--- config.mk ---
export PLATFORM = sky130hd
export DESIGN_NAME = gf180mcu_fd_sc_mcu9t5v0_subh_serial
export DESIGN_NICKNAME = d
export VERILOG_FILES = /design/src/rtl/gf180mcu_fd_sc_mcu9t5v0_subh_serial_pkg.sv /design/src/rtl/gf180mcu_fd_sc_mcu9t5v0_subh_func.sv /design/src/rtl/gf180mcu_fd_sc_mcu9t5v0_subh_serial.sv
export SDC_FILE = /design/constraint.sdc
export NUM_CORES = 1
export LEC_CHECK = 0
export CORE_UTILIZATION = 45
export CTS_BUF_LIST = sky130_fd_sc_hd__clkbuf_8
export CTS_CLUSTER_DIAMETER = 30
export DETAILED_ROUTE_END_ITERATION = 8
export PLACE_DENSITY = 0.76
export SYNTH_ARGS = -nofsm -noshare
export SYNTH_HDL_FRONTEND = slang
export SYNTH_HIERARCHICAL = 1
export SYNTH_SLANG_ARGS = --single-unit
--- constraint.sdc ---
create_clock -name CLK -period 2.1 [get_ports CLK]
set_clock_uncertainty 0.1 [all_clocks]
set_input_delay 0.42 -clock CLK [delete_from_list [all_inputs] [get_ports CLK]]
set_output_delay 0.42 -clock CLK [all_outputs]
set_load 0.02 [all_outputs]
--- src/rtl/gf180mcu_fd_sc_mcu9t5v0_subh_serial_pkg.sv ---
// gf180mcu_fd_sc_mcu9t5v0_subh_serial_pkg: shared FSM states, counter width and half-subtractor truth tables
package gf180mcu_fd_sc_mcu9t5v0_subh_serial_pkg;
  // Prefixed so the literals do not collide with the DONE port of the top
  typedef enum logic [1:0] {S_IDLE, S_RUN, S_DONE} state_t;
  function automatic int cnt_w(input int w);
    return (w < 2) ? 1 : $clog2(w);
  endfunction
  // Indexed by {a, b}
  localparam logic [3:0] HS_D_TT  = 4'b0110;
  localparam logic [3:0] HS_BO_TT = 4'b0010;
endpackage

--- src/rtl/gf180mcu_fd_sc_mcu9t5v0_subh_func.sv ---
// gf180mcu_fd_sc_mcu9t5v0_subh_func: combinational half subtractor (D = A^B, BO = ~A&B)
module gf180mcu_fd_sc_mcu9t5v0_subh_func (
  input  logic A,
  input  logic B,
  output logic D,
  output logic BO
);
  assign D  = A ^ B;
  assign BO = ~A & B;
endmodule

--- src/rtl/gf180mcu_fd_sc_mcu9t5v0_subh_serial.sv ---
// gf180mcu_fd_sc_mcu9t5v0_subh_serial: LSB-first bit-serial A-B; GF180MCU_SUBH_SERIAL_SAT_EN clamps Q to 0 on final borrow
module gf180mcu_fd_sc_mcu9t5v0_subh_serial
  import gf180mcu_fd_sc_mcu9t5v0_subh_serial_pkg::*;
#(
  parameter int WIDTH = 8
) (
  input  logic             CLK,
  input  logic             RN,
  input  logic             START,
  input  logic             A,
  input  logic             B,
  output logic             D,
  output logic             BO,
  output logic             BUSY,
  output logic             DONE,
  output logic [WIDTH-1:0] Q
);
  localparam int CW = cnt_w(WIDTH);
  localparam logic [CW-1:0] LAST = CW'(WIDTH - 1);
`ifdef GF180MCU_SUBH_SERIAL_SAT_EN
  localparam bit SAT = 1'b1;
`else
  localparam bit SAT = 1'b0;
`endif
  state_t state, state_nxt;
  logic [CW-1:0] cnt;
  logic borrow, d1, b1, diff, b2, borrow_nxt, last;
  gf180mcu_fd_sc_mcu9t5v0_subh_func u_s1 (.A(A),  .B(B),      .D(d1),   .BO(b1));
  gf180mcu_fd_sc_mcu9t5v0_subh_func u_s2 (.A(d1), .B(borrow), .D(diff), .BO(b2));
  assign borrow_nxt = b1 | b2;
  assign last = cnt == LAST;
  // State register
  always_ff @(posedge CLK or negedge RN)
    if (!RN) state <= S_IDLE;
    else state <= state_nxt;
  // Next state and status outputs; the unused encoding falls back to idle
  always_comb begin
    state_nxt = state == S_IDLE ? (START ? S_RUN : S_IDLE) :
                state == S_RUN  ? (last ? S_DONE : S_RUN) : S_IDLE;
    BUSY = state == S_RUN;
    DONE = state == S_DONE;
  end
  // Serial datapath: borrow chain, difference bit, result shift register and final borrow
  always_ff @(posedge CLK or negedge RN)
    if (!RN) begin
      cnt    <= '0;
      borrow <= 1'b0;
      D      <= 1'b0;
      BO     <= 1'b0;
      Q      <= '0;
    end else if (state == S_IDLE && START) begin
      cnt    <= '0;
      borrow <= 1'b0;
      BO     <= 1'b0;
    end else if (state == S_RUN) begin
      cnt    <= last ? cnt : cnt + CW'(1);
      borrow <= borrow_nxt;
      D      <= diff;
      Q      <= (last && SAT && borrow_nxt) ? '0 : {diff, Q[WIDTH-1:1]};
      if (last) BO <= borrow_nxt;
    end
endmodule

======== Yosys cells after proc, flatten, opt, wreduce, memory -nomap -nowiden ========
Cells that the tools add are included.
word-level totals
  bits in registers ....................... 16
cells by class
  add/sub/neg operators ................... 1
  equality and inequality tests ........... 4
  multiplexer cells ....................... 12
  bitwise gates (word level) .............. 8
  reduce and logical (&&, ||, !) cells .... 7
operator list
  operator                                                               number
  3-bit two-way mux                                                      3
  1-bit two-way mux                                                      6
  2-bit two-way mux                                                      3
  2-bit AND reduction                                                    3
  2-bit nonzero test                                                     2
  3-bit by 1-bit adder with 3-bit output, second input constant          1
  3-bit equality test, second input constant                             1
  1-bit NOT                                                              3
  1-bit AND                                                              2
  2-bit by 1-bit equality test with 1-bit output, second input constant  1
  2-bit equality test, second input constant                             1
  2-bit logical NOT                                                      1
  2-bit by 1-bit != test with 1-bit output, second input constant        1
  1-bit XOR                                                              2
  1-bit logical AND                                                      1
  1-bit OR                                                               1

======== Logic depth before layout (Yosys ltp) ========
  depth in word-level cells ............... 7
  mapped depth ............................ 8
  depth with buffers taken out ............ 8

======== Hierarchy ========
Netlist, hierarchy kept.
modules (own cells, without submodules)
  module                               times used  cells each  area an instance (µm²)  seq. area each (µm²)
  gf180mcu_fd_sc_mcu9t5v0_subh_serial  1           61          620.6                   375.4
  gf180mcu_fd_sc_mcu9t5v0_subh_func    2           3           20.0                    0.0

======== Worst setup path after synthesis ========
Ideal clock, no wire load.
  kind .................................... input to register
  start point ............................. input port A
  end point ............................... register BO
  arrival ................................. 1327 ps
  setup slack ............................. 552 ps
  cell stages on the path ................. 8
  path buffers ............................ 0
  cell sequence ........................... inv_1 -> ha_1 -> inv_1 -> inv_1 -> ha_1 -> nor2_1 -> o22ai_1 -> a22o_1
between the ends
  cells in the longest elaborated chain, start to end .. 7
  elaborated cells between the ends (all ways) .. 9
RTL lines
  element                 RTL line                                   text
  start: declaration      gf180mcu_fd_sc_mcu9t5v0_subh_serial.sv:10  input logic A,
  1-bit XOR               gf180mcu_fd_sc_mcu9t5v0_subh_func.sv:8     assign D = A ^ B;
  named net d1            gf180mcu_fd_sc_mcu9t5v0_subh_serial.sv:27  logic borrow, d1, b1, diff, b2, borrow_nxt, last;
  1-bit NOT               gf180mcu_fd_sc_mcu9t5v0_subh_func.sv:9     assign BO = ~A & B;
  1-bit AND               gf180mcu_fd_sc_mcu9t5v0_subh_func.sv:9
  named net b2            gf180mcu_fd_sc_mcu9t5v0_subh_serial.sv:27
  1-bit OR                gf180mcu_fd_sc_mcu9t5v0_subh_serial.sv:30  assign borrow_nxt = b1 | b2;
  1-bit two-way mux       gf180mcu_fd_sc_mcu9t5v0_subh_serial.sv:60  if (last) BO <= borrow_nxt;
  1-bit two-way mux       gf180mcu_fd_sc_mcu9t5v0_subh_serial.sv:55  end else if (state == S_RUN) begin
  1-bit two-way mux       gf180mcu_fd_sc_mcu9t5v0_subh_serial.sv:51  end else if (state == S_IDLE && START) begin
  end signal: assignment  gf180mcu_fd_sc_mcu9t5v0_subh_serial.sv:60
  end: declaration        gf180mcu_fd_sc_mcu9t5v0_subh_serial.sv:13  output logic BO,
The timed path passes the listed nets, and every way through them passes these cells. The select of a mux whose other input is x is not followed.
A chain may end at the register's enable or synchronous reset.

======== Final worst setup path ========
  start point ............................. register state[0]
  end point ............................... output port DONE
between the ends
  cells in the longest elaborated chain, start to end .. 1
RTL lines
  element                   RTL line                                   text
  start: declaration        gf180mcu_fd_sc_mcu9t5v0_subh_serial.sv:25  state_t state, state_nxt;
  start signal: assignment  gf180mcu_fd_sc_mcu9t5v0_subh_serial.sv:35  else state <= state_nxt;
  2-bit equality test       gf180mcu_fd_sc_mcu9t5v0_subh_serial.sv:41  DONE = state == S_DONE;
  end: declaration          gf180mcu_fd_sc_mcu9t5v0_subh_serial.sv:15  output logic DONE,
No other way between the ends.

==> results_dict.tcl <==
set metrics [dict create \
    design.die.area_sq_um 1630 \
    worstSkewPairLatency_ns 0.25 \
    r2r-start "cnt[0]$_DFFE_PN0P_" \
    worstReg2RegEnd "cnt[0]$_DFFE_PN0P_" \
    synth.net_count 76 \
    num_vias 479 \
    ff2ff_path_depth 4 \
    netlist_top_cells_count "25 x sky130_fd_sc_hd__nand2_1, 15 x sky130_fd_sc_hd__dfrtp_1, 6 x sky130_fd_sc_hd__inv_1, 4 x sky130_fd_sc_hd__ha_1, 3 x sky130_fd_sc_hd__a22o_1" \
    drt_drc_violations_left 0 \
    tns_ns 0 \
    timing.critical_path.fanout_max 5 \
    setup-violations-final 0 \
    cts_stage_hold_buffer_count 0 \
    wl_per_cell_um 11.0 \
    grt_util_all_layers_pct 16.9 \
    grt_first_pass_wirelength_mm 1.64 \
    synthesis.yosys.warnings 6 \
    grt_pass1_vias 393 \
    async_flop_share_pct 100 \
    post-cts-setup-buffer-count 0 \
    chipWidth_um 40.3 \
    die_span_in_y_um 40.3 \
    final_gp_congestion 0.664 \
    detail_route.wirelength_mm 1.13 \
    antennaDiodeCount 0 \
    achievable-frequency_ghz 0.501 \
    numClockSinks 15 \
    p_leak_nw 0.467 \
    synthDominantAreaCellType "sky130_fd_sc_hd__dfrtp_1" \
    cts.clk_slew.worst_paths_ns 0.06 \
    outcome "finished clean" \
    ys_seq_area_share_pct 56.8 \
    synth-edff-count 0 \
    crit_path_start_kind "flip-flop" \
    cts.root.buffer_cell "sky130_fd_sc_hd__clkbuf_8" \
    share_of_the_cycle_needed_by_the_critical_path_after_routing_pct 95.1 \
    syn_inst 67 \
    cp-end-kind "output port" \
    yosys_most_used_dff "sky130_fd_sc_hd__dfrtp_1" \
    criticalPathCategory "flip-flop to output port" \
    global_route.overflow_total 0 \
    io_pins 17 \
    cts_tree "done" \
    netlist-cell-type-count 17 \
    vdd.ir_drop.worst_mv 0.966 \
    slew-limit-headroom_pct 84.4 \
    design.final.nets 98 \
    post-dp-hpwl_um 791 \
    core.rowCount 13 \
    ys_seq_elements 15 \
    drv.max_cap_violation_count 0 \
    synthToLayoutAreaGrowth_pct 35.0 \
    finalHoldViolations 0 \
    antenna_violations_before_repair 0 \
    mappedNetlistArea_sq_um 661 \
    r2r_setup_slack_ns 0.57 \
    htreeDepth 1 \
    layout.cells.non_filler 103 \
    powerDensity_nw_per_um2 1720 \
    drt_iter0_drc 5 \
    cp_data_arrival_time_ns 1.48 \
    vias_per_cell 4.65 \
    buffer_ports.inserted 16 \
    post_cts_resized 0 \
    rsz_0062_raised_after_global_routing "false" \
    share_of_layout_cells_above_drive_strength_1_pct 9.09 \
    core_sq_um 1330 \
    syn_avg_cell_area_sq_um 9.86 \
    synth_most_common_cell "sky130_fd_sc_hd__nand2_1" \
    hp-class "input pin to async pin" \
    timing.final.max_slew_violations 0 \
    drt_pass1_iterations 3 \
    worst_pin_slew_ns 0.234 \
    numPlacedInstances 99 \
    timing.final.crit_period_ns 2.00 \
    postRouteAntennaNets 0 \
    grt_start_max_net_pins 16 \
    cts.path.max_buffers 2 \
    finalPower_w 0.00153 \
    initial_core_util_pct 49.5 \
    synth.top_cells.by_area "sky130_fd_sc_hd__dfrtp_1 57%, sky130_fd_sc_hd__nand2_1 14%, sky130_fd_sc_hd__ha_1 7.6%, sky130_fd_sc_hd__a22o_1 4.0%, sky130_fd_sc_hd__inv_1 3.4%" \
    synth_largest_type_area_fraction_pct 56.8 \
    critical_path_data_required_time_ns 1.58 \
    tritoncts.num_buffers 3 \
]
==> per-layer routing <==
metal	global-route usage [%]	wire (um)	vias up
met3	10.0	69	5
li1	-	-	252
met5	0	0	-
met1	18.7	531	212
met2	25.0	497	10
met4	10.0	29	0
==> cell usage in the layout, fill, tap and decap left out, drive strengths merged <==
cell	Yosys	layout
a21o	1	1
a22o	3	3
nand2	25	25
inv	6	7
o22ai	1	1
and2b	1	1
nand2b	2	2
nor2	2	2
clkbuf	0	3
ha	4	4
dfrtp	15	15
and2	1	1
clkinv	1	1
buf	2	3
o21bai	1	1
o21ai	1	1
clkdlybuf4s50	0	16
mux2	1	1
==> state kept, by name, indices dropped and copies added (netlist names) <==
register and cells:
BO 1, borrow 1, cnt 3, Q 7, state 2, D 1
==> report_power, final <==
group / switching (W) / leakage (nW) / internal, W / total, W
registers: 0.0000943 / 0.186 / 0.000430 / 0.000524
logic: 0.000404 / 0.255 / 0.000373 / 0.000777
clock network: 0.000101 / 0.0269 / 0.000130 / 0.000230
total: 0.000599 / 0.467 / 0.000933 / 0.00153
==> cell type report <==
cell class              count  area, sq um
fillers                   105          442
flip-flops and latches     15          375
multi-input cells          43          244
repair buffers             19          183
clock buffers               3         41.3
inverters                   7         26.3
well taps                  15         18.8
clock inverters             1         3.75
==> worst max-delay path: stages, from the launching register on <==
cell	delay [ns]
sky130_fd_sc_hd__dfrtp_1	0.41
sky130_fd_sc_hd__and2b_1	0.21
sky130_fd_sc_hd__clkdlybuf4s50_1	0.60
==> per-stage QoR <==
stage / setup WS, ns / hold WS, ns / utilization [%] / area, sq um
after detailed placement: 0.00208 / 0.372 / 63.5 / 847
after CTS: 0.0884 / 0.379 / 66.9 / 892
final: 0.103 / 0.377 / 66.9 / 892
after global routing: 0.0415 / 0.395 / 66.9 / 892
after global placement: 0.0314 / 0.360 / 63.5 / 847
after floorplan: 0.552 / 0.0244 / - / 661
==> worst max-delay path by stage <==
stage | slack (ns) | depth (start not counted) | end | start
after global placement | 0.03 | 9 | BO$_DFFE_PN0P_ | A
after CTS | 0.09 | 2 | DONE | state[0]$_DFF_PN0_
after global routing | 0.04 | 2 | DONE | state[0]$_DFF_PN0_
final | 0.10 | 2 | DONE | state[0]$_DFF_PN0_
after floorplan | 0.55 | 8 | BO$_DFFE_PN0P_ | A
after detailed placement | 0.002 | 9 | BO$_DFFE_PN0P_ | A
==> kinds of logic (layout without fill, tap and decap cells) <==
group / count (synthesis) / after routing / share of synthesized area [%]
mux: 1 / 1 / 1.70
compound gates: 7 / 7 / 7.96
buf+inv: 9 / 30 / 6.25
simple gates: 31 / 31 / 19.7
flops: 15 / 15 / 56.8
fa+ha+maj: 4 / 4 / 7.58
No activity file was read; power rests on OpenSTA's default activity.
